--- src/rtl/spi_regs_pkg.sv ---
// Shared register map, frame size and SPI target state type.
// Used by spi_peripheral and by the pwm_peripheral bench.
package spi_regs_pkg;

    localparam int FRAME_BITS = 16;

    localparam logic [6:0] ADDR_EN_OUT_7_0  = 7'h00;
    localparam logic [6:0] ADDR_EN_OUT_15_8 = 7'h01;
    localparam logic [6:0] ADDR_EN_PWM_7_0  = 7'h02;
    localparam logic [6:0] ADDR_EN_PWM_15_8 = 7'h03;
    localparam logic [6:0] ADDR_PWM_DUTY    = 7'h04;

    typedef enum logic [1:0] {
        ST_IDLE   = 2'd0,
        ST_SHIFT  = 2'd1,
        ST_COMMIT = 2'd2
    } spi_state_t;

    function automatic logic [6:0] frame_addr(input logic [FRAME_BITS-1:0] frame);
        return frame[14:8];
    endfunction

endpackage

--- src/rtl/sync_ff.sv ---
// Multi-flop synchroniser for one asynchronous input, with a selectable reset level.
module sync_ff #(
    parameter int   STAGES    = 2,
    parameter logic RESET_VAL = 1'b0
) (
    input  logic clk,
    input  logic rst_n,
    input  logic d,
    output logic q
);

    logic [STAGES-1:0] chain;

    always_ff @(posedge clk or negedge rst_n) begin
        if (!rst_n) begin
            chain <= {STAGES{RESET_VAL}};
        end else begin
            chain <= {chain[STAGES-2:0], d};
        end
    end

    assign q = chain[STAGES-1];

endmodule

--- src/rtl/spi_peripheral.sv ---
// Write-only SPI mode-0 target owning the five PWM control registers.
// Define SPI_READBACK_EN to add the cipo read path.
module spi_peripheral
    import spi_regs_pkg::*;
#(
    parameter int         SYNC_STAGES = 2,
    parameter logic [6:0] MAX_ADDR    = 7'h04
) (
    input  logic       clk,
    input  logic       rst_n,
    input  logic       sclk,
    input  logic       copi,
    input  logic       ncs,
    output logic [7:0] en_reg_out_7_0,
    output logic [7:0] en_reg_out_15_8,
    output logic [7:0] en_reg_pwm_7_0,
    output logic [7:0] en_reg_pwm_15_8,
    output logic [7:0] pwm_duty_cycle,
    output spi_state_t state
`ifdef SPI_READBACK_EN
    ,
    output logic       cipo
`endif
);

    logic sclk_s, copi_s, ncs_s;
    logic sclk_prev, ncs_prev;
    logic sclk_rise, sclk_fall, ncs_rise, ncs_fall;

    logic [FRAME_BITS-1:0] shift_reg;
    logic [4:0]            bit_cnt;
    logic                  wr_en;
    logic [6:0]            wr_addr;
    logic [7:0]            wr_data;

    sync_ff #(.STAGES(SYNC_STAGES), .RESET_VAL(1'b0)) u_sync_sclk (
        .clk(clk), .rst_n(rst_n), .d(sclk), .q(sclk_s)
    );
    sync_ff #(.STAGES(SYNC_STAGES), .RESET_VAL(1'b0)) u_sync_copi (
        .clk(clk), .rst_n(rst_n), .d(copi), .q(copi_s)
    );
    // nCS resets high so a low pin at reset release reads as a falling edge.
    sync_ff #(.STAGES(SYNC_STAGES), .RESET_VAL(1'b1)) u_sync_ncs (
        .clk(clk), .rst_n(rst_n), .d(ncs), .q(ncs_s)
    );

    assign sclk_rise = sclk_s & ~sclk_prev;
    assign sclk_fall = ~sclk_s & sclk_prev;
    assign ncs_rise  = ncs_s & ~ncs_prev;
    assign ncs_fall  = ~ncs_s & ncs_prev;

    always_ff @(posedge clk or negedge rst_n) begin
        if (!rst_n) begin
            state     <= ST_IDLE;
            sclk_prev <= 1'b0;
            ncs_prev  <= 1'b1;
            shift_reg <= '0;
            bit_cnt   <= '0;
            wr_en     <= 1'b0;
            wr_addr   <= '0;
            wr_data   <= '0;
        end else begin
            sclk_prev <= sclk_s;
            ncs_prev  <= ncs_s;
            wr_en     <= 1'b0;
            case (state)
                ST_IDLE: begin
                    if (ncs_fall) begin
                        state     <= ST_SHIFT;
                        shift_reg <= '0;
                        bit_cnt   <= '0;
                    end
                end
                ST_SHIFT: begin
                    // A deselect in the same cycle as an SCLK rise drops that bit.
                    if (ncs_rise) begin
                        state <= ST_COMMIT;
                    end else if (sclk_rise) begin
                        shift_reg <= {shift_reg[FRAME_BITS-2:0], copi_s};
                        if (bit_cnt != 5'd31) begin
                            bit_cnt <= bit_cnt + 5'd1;
                        end
                    end
                end
                ST_COMMIT: begin
                    state   <= ST_IDLE;
                    wr_addr <= frame_addr(shift_reg);
                    wr_data <= shift_reg[7:0];
                    wr_en   <= (bit_cnt == 5'd16) && shift_reg[15] &&
                               (frame_addr(shift_reg) <= MAX_ADDR);
                end
                default: state <= ST_IDLE;
            endcase
        end
    end

    always_ff @(posedge clk or negedge rst_n) begin
        if (!rst_n) begin
            en_reg_out_7_0  <= '0;
            en_reg_out_15_8 <= '0;
            en_reg_pwm_7_0  <= '0;
            en_reg_pwm_15_8 <= '0;
            pwm_duty_cycle  <= '0;
        end else if (wr_en) begin
            case (wr_addr)
                ADDR_EN_OUT_7_0:  en_reg_out_7_0  <= wr_data;
                ADDR_EN_OUT_15_8: en_reg_out_15_8 <= wr_data;
                ADDR_EN_PWM_7_0:  en_reg_pwm_7_0  <= wr_data;
                ADDR_EN_PWM_15_8: en_reg_pwm_15_8 <= wr_data;
                ADDR_PWM_DUTY:    pwm_duty_cycle  <= wr_data;
                default: ;
            endcase
        end
    end

`ifdef SPI_READBACK_EN
    logic [7:0] tx_reg;
    logic       tx_active;

    function automatic logic [7:0] read_reg(input logic [6:0] a);
        logic [7:0] v;
        v = '0;
        if (a <= MAX_ADDR) begin
            case (a)
                ADDR_EN_OUT_7_0:  v = en_reg_out_7_0;
                ADDR_EN_OUT_15_8: v = en_reg_out_15_8;
                ADDR_EN_PWM_7_0:  v = en_reg_pwm_7_0;
                ADDR_EN_PWM_15_8: v = en_reg_pwm_15_8;
                ADDR_PWM_DUTY:    v = pwm_duty_cycle;
                default:          v = '0;
            endcase
        end
        return v;
    endfunction

    // The 8th SCLK rise completes the header; the R/W bit sits in shift_reg[6] then.
    always_ff @(posedge clk or negedge rst_n) begin
        if (!rst_n) begin
            tx_reg    <= '0;
            tx_active <= 1'b0;
            cipo      <= 1'b0;
        end else if (state != ST_SHIFT || ncs_rise) begin
            tx_reg    <= '0;
            tx_active <= 1'b0;
            cipo      <= 1'b0;
        end else if (sclk_rise && bit_cnt == 5'd7) begin
            tx_active <= ~shift_reg[6];
            tx_reg    <= read_reg({shift_reg[5:0], copi_s});
        end else if (sclk_fall && tx_active) begin
            cipo   <= tx_reg[7];
            tx_reg <= {tx_reg[6:0], 1'b0};
        end
    end
`endif

endmodule

--- config.mk ---
export PLATFORM = sky130hd
export DESIGN_NAME = spi_peripheral
export DESIGN_NICKNAME = d
export VERILOG_FILES = /design/src/rtl/spi_regs_pkg.sv /design/src/rtl/sync_ff.sv /design/src/rtl/spi_peripheral.sv
export SDC_FILE = /design/constraint.sdc
export NUM_CORES = 1
export LEC_CHECK = 0
export ABC_AREA = 1
export BUFFER_PORTS_ARGS = -buffer_cell sky130_fd_sc_hd__buf_2
export CORE_UTILIZATION = 45
export CTS_BUF_LIST = sky130_fd_sc_hd__clkbuf_2 sky130_fd_sc_hd__clkbuf_4 sky130_fd_sc_hd__clkbuf_8
export DETAILED_ROUTE_END_ITERATION = 7
export HOLD_SLACK_MARGIN = 0.1
export PLACE_DENSITY = 0.76
export SYNTH_ARGS = -nofsm -noshare
export SYNTH_HDL_FRONTEND = slang
export SYNTH_SLANG_ARGS = --single-unit
--- constraint.sdc ---
create_clock -name clk -period 1.4 [get_ports clk]
set_input_delay 0.21 -clock clk [delete_from_list [all_inputs] [get_ports clk]]
set_output_delay 0.21 -clock clk [all_outputs]
set_load 0.05 [all_outputs]
# After elaboration in Yosys (flattened, before gate mapping)
# Index checks and enable logic that the tools add are counted.
op_classes:
  addsub: 1
  n_lt_le_gt_ge: 1
  eq_ne: 13
  mux: 13
  bitwise: 6
  n_reduce_logical: 13
op_table:
  columns: ["operator", "count"]
  rows:
  - ["16-bit two-way mux", 3]
  - ["16-bit case mux with 2 select lines", 1]
  - ["5-bit two-way mux", 4]
  - ["7-bit by 2-bit equality test with 1-bit output (second input constant)", 2]
  - ["2-bit AND reduction", 6]
  - ["2-bit != test (second input constant)", 5]
  - ["5-bit case mux with 2 select lines", 1]
  - ["7-bit by 1-bit equality test with 1-bit output (second input constant)", 1]
  - ["7-bit by 3-bit equality test with 1-bit output (second input constant)", 1]
  - ["7-bit by 3-bit less-or-equal comparator with 1-bit output (second input constant)", 1]
  - ["7-bit logical NOT", 1]
  - ["5-bit by 1-bit adder with 5-bit output (second input constant)", 1]
  - ["5-bit equality test (second input constant)", 1]
  - ["5-bit != test (second input constant)", 1]
  - ["5-bit AND reduction", 1]
  - ["2-bit two-way mux", 2]
  - ["2-bit case mux with 2 select lines", 1]
  - ["4-bit AND reduction", 1]
  - ["1-bit bitwise AND", 3]
  - ["1-bit NOT", 3]
  - ["2-bit by 1-bit equality test with 1-bit output (second input constant)", 1]
  - ["2-bit equality test (second input constant)", 1]
  - ["1-bit logical AND", 2]
  - ["2-bit logical NOT", 1]
  - ["2 further kinds", 2]
totals:
  register_bits: 87
  in_bits: 5
  output_inout_bits: 42

# Logic depth before layout (Yosys ltp)
# Gate-level depths: netlist of the first run.
depth:
  word_depth: 5
  depth_mapped: 11

# Cells and area by module
# Synthesis of the first run repeated with hierarchy kept, for this count alone.
hier_totals:
  cells_unflattened: 375
  area_unflattened_um2: 3523.4
by_module_without_submodules:
  columns: ["mod", "n_inst", "cells_each", "area_per_inst_um2", "seq_area_each_um2"]
  rows:
  - ["spi_peripheral", 1, 369, 3370.7, 2028.2]
  - ["sync_ff (u_sync_copi ...)", 2, 2, 50.0, 50.0]
  - ["sync_ff (u_sync_ncs)", 1, 2, 52.6, 52.6]

# Worst setup path before layout of the first run
# Ideal clock, no wire load.
synth_timing:
  kind: "reg-to-reg"
  from: "reg bit_cnt[0]"
  to: "reg bit_cnt[2]"
  setup_ps: 116
  arrival_ps: 1392
  required_ps: 1284
  setup_slack_ps: -108
  stages_incl_launch_ff: 11
  path_buffers: 0
  path_cell_list: "dfrtp_1 -> ha_1 -> nand2_1 -> nor2_1 -> ha_1 -> nand2_1 -> inv_1 -> nor2_1 -> nand3_1 -> nand2_1 -> nand2_1"
synth_between:
  elab_chain_len: 5
synth_lines:
  columns: ["item", "line_no", "source"]
  rows:
  - ["from (decl)", "spi_peripheral.sv:31", "logic [4:0] bit_cnt;"]
  - ["from (signal assigned)", "spi_peripheral.sv:81", "bit_cnt <= bit_cnt + 5'd1;"]
  - ["5-bit by 1-bit adder with 5-bit output", "spi_peripheral.sv:81", null]
  - ["5-bit two-way mux", "spi_peripheral.sv:80", "if (bit_cnt != 5'd31) begin"]
  - ["5-bit two-way mux", "spi_peripheral.sv:78", "end else if (sclk_rise) begin"]
  - ["5-bit two-way mux", "spi_peripheral.sv:76", "if (ncs_rise) begin"]
  - ["5-bit case mux with 2 select lines", "spi_peripheral.sv:66", "case (state)"]
# Several ways; a longest one is shown, not always the timed one. The select of a mux whose other input is x is not followed.
# A chain may end at the register's enable or synchronous reset.

# Final worst setup path of the first run
layout_timing:
  from: "reg bit_cnt[0]"
  to: "reg bit_cnt[4]"
# Same word-level chain as after synthesis.

==> results of run 1 <==
==> metal layers <==
layer	vias up	part of all wire, %	track usage, %
li1	1361	-	-
met1	1335	43	24.3
met2	57	50	32.8
met3	13	4.3	3.65
met4	0	2.0	8.46
met5	-	0	0
==> worst max-delay path, cell delays in order, from the launching register on <==
cell and delay, ns:
dfrtp_1 0.40, ha_2 0.20, nand2_2 0.07, nor2_2 0.04, ha_2 0.17, nand2_2 0.05
inv_2 0.04, nor2_4 0.13, nand3_4 0.11, nand2_1 0.08, nand2_1 0.05
==> power groups by stage <==
stage	clock [mW]	combinational [mW]	sequential (mW)
after floorplan	0	0.411	2.72
after global placement	0	0.683	2.71
after detailed placement	0	0.703	2.72
after CTS	1.99	0.735	2.67
after global routing	2.11	0.894	2.68
final	1.96	0.818	2.67
==> cells by family after synthesis <==
| kind of cell | after synthesis | share of synthesized area, % |
|---|---|---|
| buf+inv | 28 | 3.51 |
| flops | 87 | 60.1 |
| simple gates | 242 | 30.7 |
| fa+ha+maj | 3 | 1.03 |
| compound gates | 8 | 1.17 |
| mux | 9 | 3.51 |
==> cell type report <==
type | count | area, sq um | area share (%)
clock buffers | 9 | 124 | 2.66
clock inverters | 7 | 103 | 2.21
inverters | 20 | 75.1 | 1.61
multi-input cells | 262 | 1430 | 30.7
flip-flops and latches | 87 | 2180 | 46.9
well taps | 102 | 128 | 2.74
repair buffers | 79 | 612 | 13.2
==> cell usage in the layout (no fill, tap or decap), drive strengths merged <==
master,synthesis,final
buf,4,73
inv,20,22
nand2,168,168
a211oi,1,1
clkbuf,4,11
nand4,2,2
mux2,9,9
nor3,6,6
nand3,47,47
dfstp,3,3
a21oi,4,4
ha,3,3
dfrtp,84,84
clkinv,0,2
dlygate4sd3,0,4
clkinvlp,0,1
o21ai,3,3
bufinv,0,2
nor2,19,19
==> worst paths after layout <==
| kind | startpoint | endpoint | slack [ns] | cells past startpoint |
|---|---|---|---|---|
| max | bit_cnt[0] | bit_cnt[4] | -0.06 | 10 |
| min | rst_n | state[0] | 0.32 | 2 |
| max reg2reg | bit_cnt[0] | bit_cnt[4] | -0.06 | 10 |
| min reg2reg | u_sync_sclk.chain[0] | u_sync_sclk.chain[1] | 0.36 | 0 |
| max in group asynchronous | rst_n | wr_data[1] | 0.60 | 3 |
| min in group clk | u_sync_sclk.chain[0] | u_sync_sclk.chain[1] | 0.36 | 0 |
==> timing repair <==
action / 4_1_cts / 5_1_grt
pin swaps: 9 / 21
hold buffers: 4 / 0
gates resized for setup: 5 / 30
gates cloned: 0 / 2
setup endpoints to repair: 13 / 33
setup buffers: 3 / 4
endpoints found under the hold margin: 27 / 0
==> impl_metrics.tcl, run 1 <==
set metrics [dict create \
    dp_hpwl_mm 5.09 \
    syn_to_final_growth_pct 28.1 \
    cts_root_buf "clkbuf_8" \
    max_slew_margin_pct 75.1 \
    fin_util_pct 59.9 \
    grt_start_max_net_pins 37 \
    cts_buffer_depth 2 \
    cts.sinks 87 \
    yosysMostFrequentCell "nand2_1" \
    cp.required_ns 1.65 \
    failed_checks "setup timing" \
    grt_overflow 0 \
    synthCells 377 \
    fp.dieW_um 91.8 \
    synth-main-ff-cell "dfrtp_1" \
    die_area_sq_um 8430 \
    final_cells 566 \
    intPower_mw 3.96 \
    wl_mm 7.75 \
    rsz0062_at_grt "true" \
    clkPwrFrac_pct 36.0 \
    clock_latency_ns 0.36 \
    placed_area_sq_um 4180 \
    synth_area_leaders "dfrtp_1 58%, nand2_1 17%, nand3_1 6.2%" \
    whs_ns 0.323 \
    drv_cap 0 \
    grt_usage_pct 19.4 \
    drive_gt1_share_pct 34.1 \
    postRouteAntennaNets 0 \
    min_period_over_period_pct 104 \
    end_kind "flop" \
    slew_violations 0 \
    cts_tree "done" \
    worstPathArrival_ns 1.71 \
    nets 467 \
    maxClockFrequency_mhz 687 \
    outcome "finished, violations left" \
    antenna_cells 0 \
    syn_nets 385 \
    cellPowerDensity_nw_per_um2 1170 \
    cts_buffers 9 \
    grt_pass1_vias 2760 \
    synth_common_cells "160 x nand2_1, 84 x dfrtp_1, 45 x nand3_1, 15 x nor2_1, 13 x inv_1" \
    dr.pass1.iters 5 \
    dieHeight_um 91.8 \
    synth.top_cell.area_share_pct 57.9 \
    grt_pass1_wl_mm 12.6 \
    drt-initial-drc-count 142 \
    p_seq_share_pct 49.0 \
    cp_max_fo 5 \
    p_sw_share_pct 27.2 \
    worst_slack_ns -0.0563 \
    setup-tns-final_ns -0.253 \
    synth.cell_area_sq_um 3630 \
    hold_viol 0 \
    async_flop_share_pct 100 \
    n_fill_cell 627 \
    cp-start-kind "flop" \
    drt-vias-per-instance 4.89 \
    io_buffers 46 \
    ios 47 \
    gp_congestion 0.807 \
    p_sw_mw 1.48 \
    finClkSkew_ns 0.0102 \
    cts-htree-levels 3 \
    setup_viol 6 \
    ir_worst_vdd_v 0.000559 \
    fin_total_pwr_mw 5.45 \
    ys_ff_latch 87 \
    place_ws_ns -0.107 \
    criticalPathCategory "reg -> reg" \
    period_minus_slack_ns 1.46 \
    antenna_found_initial 0 \
    yosysWarningCount 0 \
    syn_area_per_cell_sq_um 9.63 \
    clk_pin_slew_ns 0.09 \
    synth_area_leader_cell "dfrtp_1" \
    combPwrFrac_pct 15.0 \
    hp-class "in -> async" \
    core-area_sq_um 7770 \
    initial_core_util_pct 46.7 \
    largest_register_ffs 16 \
    ys_seq_area_share_pct 60.1 \
    worst_slew_pin_slew_ns 0.374 \
    placed_cells 537 \
    rows 32 \
    yosys.cell_types.count 26 \
    synth_edf_count 0 \
    final_cell_area_sq_um 4650 \
    leakage_nw 2.67 \
    route.detailed.drc 0 \
    post_drt_wl_per_cell_um 13.7 \
    num_vias 2766 \
]
Power figures use the tool's default switching activity.
==> run 2: changes to the inputs <==
- PLACE_DENSITY: 0.76 -> unset
- PLACE_DENSITY_LB_ADDON: unset -> 0.05
==> run 2 against run 1 <==
Compared with the run above:
- the run still ends with setup timing left
- flip-flop and latch count did not move
- first-iteration DRC count fell by 38%
- hold slack gained 0.0014 ns
- count of clock-buffer cells in the layout increased by 2
- register-to-register slack hardly changed
- worst setup slack better by 0.0076 ns
- via count is 1.4% lower
==> impl_metrics.tcl, run 2 (synthesis gave the netlist of run 1 again) <==
set metrics [dict create \
    min_period_over_period_pct 103 \
    drv_cap 0 \
    failed_checks "setup timing" \
    ir_worst_vdd_v 0.000639 \
    nets 464 \
    placed_cells 541 \
    final_common_cell "nand2_1" \
    cts_buffer_depth 2 \
    max_slew_margin_pct 72.0 \
    cts_tree "done" \
    setup_viol 5 \
    finClkSkew_ns 0.0135 \
    clock_latency_ns 0.36 \
    fin_util_pct 58.6 \
    antenna_found_initial 0 \
    cts.sinks 87 \
    dr.pass1.iters 4 \
    hold_viol 0 \
    clk_pin_slew_ns 0.08 \
    drive_gt1_share_pct 31.9 \
    largest_register_ffs 16 \
    cp_max_fo 3 \
    rows 32 \
    drt-initial-drc-count 88 \
    wl_mm 7.50 \
    slew_violations 0 \
    cts-htree-levels 3 \
    grt_pass1_vias 2759 \
    gp_congestion 0.826 \
    rsz0062_at_grt "true" \
    dp_hpwl_mm 5.26 \
    hp-class "in -> async" \
    cts_root_buf "clkbuf_8" \
    antenna_cells 0 \
    worst_slack_ns -0.0487 \
    maxClockFrequency_mhz 690 \
    grt_pass1_wl_mm 13.0 \
    worstPathArrival_ns 1.74 \
    fp.dieW_um 91.8 \
    initial_core_util_pct 46.7 \
    setup-tns-final_ns -0.203 \
    final_cells 563 \
    layout_common_cells "148 x nand2_1, 82 x dfrtp_1, 45 x buf_2, 44 x nand3_1, 19 x buf_4" \
    grt_start_max_net_pins 37 \
    dieHeight_um 91.8 \
    outcome "finished, violations left" \
    leakage_nw 2.57 \
    die_area_sq_um 8430 \
    post_drt_wl_per_cell_um 13.3 \
    core-area_sq_um 7770 \
    postRouteAntennaNets 0 \
    place_ws_ns -0.112 \
    period_minus_slack_ns 1.45 \
    io_buffers 46 \
    cellPowerDensity_nw_per_um2 1180 \
    drt-vias-per-instance 4.84 \
    num_vias 2726 \
    worst_slew_pin_slew_ns 0.420 \
    grt_overflow 0 \
    criticalPathCategory "reg -> reg" \
    grt_usage_pct 19.9 \
    end_kind "flop" \
    cts_buffers 9 \
    syn_to_final_growth_pct 25.4 \
    cp-start-kind "flop" \
    cp.required_ns 1.69 \
    ios 47 \
    route.detailed.drc 0 \
]
## run 2: timing repair
action,in CTS,in global routing
endpoints found under the hold margin,32,0
hold buffers,4,0
pin swaps,11,7
setup endpoints to repair,5,27
resized for setup,7,17
setup buffers,0,2
## run 2: final timing paths
kind	startpoint	to	slack, ns	cells after the start
max in group asynchronous	rst_n	en_reg_out_15_8[7]	0.53	3
worst min register to register	u_sync_sclk.chain[0]	u_sync_sclk.chain[1]	0.35	0
worst max register to register	bit_cnt[0]	bit_cnt[2]	-0.05	11
worst min-delay path	rst_n	en_reg_pwm_15_8[6]	0.32	2
worst max-delay path	bit_cnt[0]	bit_cnt[2]	-0.05	11
min in group clk	u_sync_sclk.chain[0]	u_sync_sclk.chain[1]	0.35	0
## run 2: power by group
part	internal, mW	total (mW)	switching, mW
combinational	0.298	0.756	0.458
clock	1.05	1.93	0.882
sequential	2.59	2.67	0.0755
## run 2: cell type report
class	instances	area, sq um
clock buffer	11	139
fill	704	3210
timing repair buffer	76	542
tap	102	128
sequential	87	2180
clock inverter	5	82.6
multi-input combinational	262	1400
inverter	20	75.1
## run 2: stage by stage
| step | cell area (sq um) | hold slack [ns] | power (mW) |
|---|---|---|---|
| after floorplan | 3650 | -0.0856 | 3.13 |
| after global placement | 4200 | 0.175 | 3.42 |
| after detailed placement | 4200 | 0.180 | 3.44 |
| after CTS | 4480 | 0.322 | 5.41 |
| after global routing | 4550 | 0.360 | 5.59 |
| final | 4550 | 0.325 | 5.35 |
## run 2: worst max-delay path, stage by stage, from the launching register on
cell,delay [ns]
dfrtp_1,0.39
ha_2,0.20
nand2_2,0.07
nor2_2,0.04
ha_2,0.16
nand2_2,0.06
inv_2,0.05
nor2_4,0.14
inv_1,0.07
nor2_2,0.09
nand2_1,0.07
nand2_2,0.06
## run 2: metal layers
layer  vias up  global-route usage, %  part of all wire (%)
met5         -                      0                     0
met4         0                   10.8                   3.0
met3        13                   3.40                   2.9
met2        51                   31.1                    46
met1      1303                   26.5                    48
li1       1359                      -                     -
==> run 3: changes to the inputs <==
- GPL_ROUTABILITY_DRIVEN: unset -> 0
- SYNTH_HIERARCHICAL: unset -> 1
==> run 3 against run 2 <==
Compared with the run above:
- the run still ends with setup timing left
- sequential share of layout area rose by 2.2 points
- non-clock buffer count down 3
- critical path type unchanged
- combinational power up 6.7%
- register-to-register slack better by 0.03 ns
- sequential power is 7% higher
- via count fell by 2.5%
- critical endpoint unchanged
- worst setup slack gained 0.026 ns
- first-iteration DRC count increased by 100%
- power hardly changed
- critical path depth decreased by 1
==> impl_metrics.tcl, run 3 <==
set metrics [dict create \
    rsz0062_at_grt "true" \
    drt-initial-drc-count 178 \
    drt-vias-per-instance 4.80 \
    io_buffers 46 \
    synth_edf_count 0 \
    dieHeight_um 90.5 \
    ys_ff_latch 87 \
    largest_register_ffs 16 \
    grt_pass1_wl_mm 12.2 \
    synth_common_cells "145 x nand2_1, 84 x dfrtp_1, 27 x inv_1, 25 x o21ai_0, 24 x nor2_1" \
    leakage_nw 2.41 \
    crit_buf_inv 1 \
    synth_top_family_by_area "simple AND/OR/NAND/NOR gates" \
    synth-main-ff-cell "dfrtp_1" \
    cts.sinks 87 \
    cts_tree "done" \
    syn_to_final_growth_pct 23.5 \
    final_common_cell "nand2_1" \
    layout_common_cells "136 x nand2_1, 82 x dfrtp_1, 45 x buf_2, 25 x o21ai_0, 24 x inv_1" \
    cellPowerDensity_nw_per_um2 1230 \
    synthMuxAreaShare_pct 0.639 \
    maxClockFrequency_mhz 703 \
    worstPathArrival_ns 1.67 \
    cts_buffers 9 \
    ff2ff_path_depth 10 \
    worst_slew_pin_slew_ns 0.440 \
    final-seq-area_sq_um 2180 \
    whs_ns 0.343 \
    ir_worst_vdd_v 0.000601 \
    antenna_cells 0 \
    yosysMostFrequentCell "nand2_1" \
    grt_usage_pct 19.3 \
    criticalPathCategory "reg -> reg" \
    setup_viol 5 \
    synth_area_leader_cell "dfrtp_1" \
    crit_path_max_incr_delay_ns 0.39 \
    fp.dieW_um 90.5 \
    cts_root_buf "clkbuf_8" \
    yosys.cell_types.count 27 \
    failed_checks "setup timing" \
    ios 47 \
    post_drt_wl_per_cell_um 13.2 \
    die_area_sq_um 8190 \
    n_fill_cell 694 \
    synth_simple_gate_area_share_pct 22.7 \
    crit_path_frequent_cell "nand2_2" \
    hold_viol 0 \
    cp-startpoint "bit_cnt[0]" \
    period_minus_slack_ns 1.42 \
    met1_length_mm 3.39 \
    drv_cap 0 \
    synth-xor-area-share_pct 0 \
    yosysWarningCount 6 \
    cts-htree-levels 3 \
    drive_gt1_share_pct 29.5 \
    outcome "finished, violations left" \
    route.detailed.drc 0 \
    antenna_found_initial 0 \
    setup-tns-final_ns -0.0917 \
    grt_start_max_net_pins 35 \
    hp-class "in -> async" \
    slew_violations 0 \
    synth_compound_area_share_pct 8.74 \
    num_vias 2658 \
    cp.required_ns 1.64 \
    cp-start-kind "flop" \
    max_slew_margin_pct 70.7 \
    async_flop_share_pct 100 \
    yosys.area_share.adder_pct 1.07 \
    synthCells 375 \
    clk_pin_slew_ns 0.08 \
    nets 459 \
    rows 31 \
    top_layer "met4" \
    wl_met3_um 237 \
    synth_area_leaders "dfrtp_1 60%, nand2_1 15%, o21ai_0 3.6%" \
    worstPathCellList "ha_2, nand2_2, nor2_2, ha_2, nand2_2, nand2_2, inv_2, nand3_4, nand2_2, nand2_2" \
    multi_input_area_sq_um 1250 \
    worstSetupPathDepth 10 \
    end_kind "flop" \
    cts_buffer_depth 2 \
    clock_latency_ns 0.35 \
    crit_path_top_delay_cell "dfrtp_1" \
    grt_overflow 0 \
    ys_seq_area_share_pct 61.9 \
    cp_max_fo 5 \
    dp_hpwl_mm 4.88 \
    min_period_over_period_pct 102 \
    synth.cell_area_sq_um 3520 \
    r2r-start "bit_cnt[0]" \
    initial_core_util_pct 47.6 \
    worst_slack_ns -0.0226 \
    grt_pass1_vias 2552 \
    synth.top_cell.area_share_pct 59.7 \
    syn_area_per_cell_sq_um 9.40 \
    finClkSkew_ns 0.00836 \
    syn_nets 383 \
    crit_family "simple AND/OR/NAND/NOR gates" \
    wl_met2_mm 3.58 \
    dr.pass1.iters 4 \
    core-area_sq_um 7410 \
    postRouteAntennaNets 0 \
    wl_mm 7.31 \
]
==> run 3: changes by cell type after synthesis, moves of 6 or more <==
cell     previous run  this run
a21oi_1             4        11
inv_1              13        27
mux2_4              7         0
nand2_1           160       145
nand2_4             6         0
nand3_1            45         4
nor2_1             15        24
o21ai_0             1        25
o21ai_1             2        10
o21ai_2             0         8
==> run 3: logic make-up after synthesis <==
kind of cell	after synthesis
AO/OA/AOI/OAI	55
adder cells (fa/ha/maj)	3
buffers and inverters	38
flip-flops	87
multiplexers	2
AND/OR/NAND/NOR	190
==> run 3: timing repair <==
action / in CTS / in global routing
buffers inserted: 2 / 2
hold endpoints to repair: 30 / 0
gates cloned: 0 / 1
resized for setup: 9 / 20
pin swaps: 5 / 6
endpoints found under the setup margin: 5 / 42
hold buffers: 4 / 0
==> run 3: worst register-to-register path, stage by stage, from the launching register on <==
cell and delay (ns):
dfrtp_1 0.39, ha_2 0.20, nand2_2 0.09, nor2_2 0.04
ha_2 0.17, nand2_2 0.07, nand2_2 0.06, inv_2 0.08
nand3_4 0.10, nand2_2 0.08, nand2_2 0.05
==> run 3: final timing paths <==
check	endpoint	slack (ns)
hold / removal	en_reg_pwm_15_8[4]	0.34
min in group clk	u_sync_copi/chain[1]	0.35
hold reg to reg	u_sync_copi/chain[1]	0.35
setup reg to reg	bit_cnt[2]	-0.02
max in group asynchronous	en_reg_out_7_0[3]	0.54
setup / recovery	bit_cnt[2]	-0.02
==> run 3: where the power goes <==
part | total (mW) | switching, mW | internal [mW]
combinational | 0.807 | 0.570 | 0.237
sequential | 2.85 | 0.183 | 2.67
clock | 1.69 | 0.842 | 0.850
==> run 3: cell type report <==
type	count	area share, %
clock buffers	11	3.19
clock inverters	4	1.09
inverters	29	2.62
multi-input cells	251	28.7
flip-flops and latches	87	50.2
well taps	99	2.85
repair buffers	73	11.4
==> run 3: layer usage <==
| layer | up-vias | GRT usage [%] |
|---|---|---|
| met2 | 48 | 30.7 |
| met4 | 0 | 8.87 |
| met3 | 9 | 3.79 |
| met1 | 1266 | 25.6 |
| li1 | 1335 | - |
| met5 | - | 0 |
==> run 3: stage by stage <==
stage / area, sq um / setup WS, ns / power, mW / cells / util, %
3_3_place_gp: 4000 / -0.0303 / 3.60 / 530 / 54.0
2_1_floorplan: 3530 / 0.0107 / 3.26 / 375 / -
3_5_place_dp: 4000 / -0.0792 / 3.61 / 530 / 54.0
6_report: 4350 / -0.0226 / 5.35 / 554 / 58.8
5_1_grt: 4350 / -0.111 / 5.61 / 554 / 58.8
4_1_cts: 4280 / 0.000351 / 5.34 / 551 / 57.7
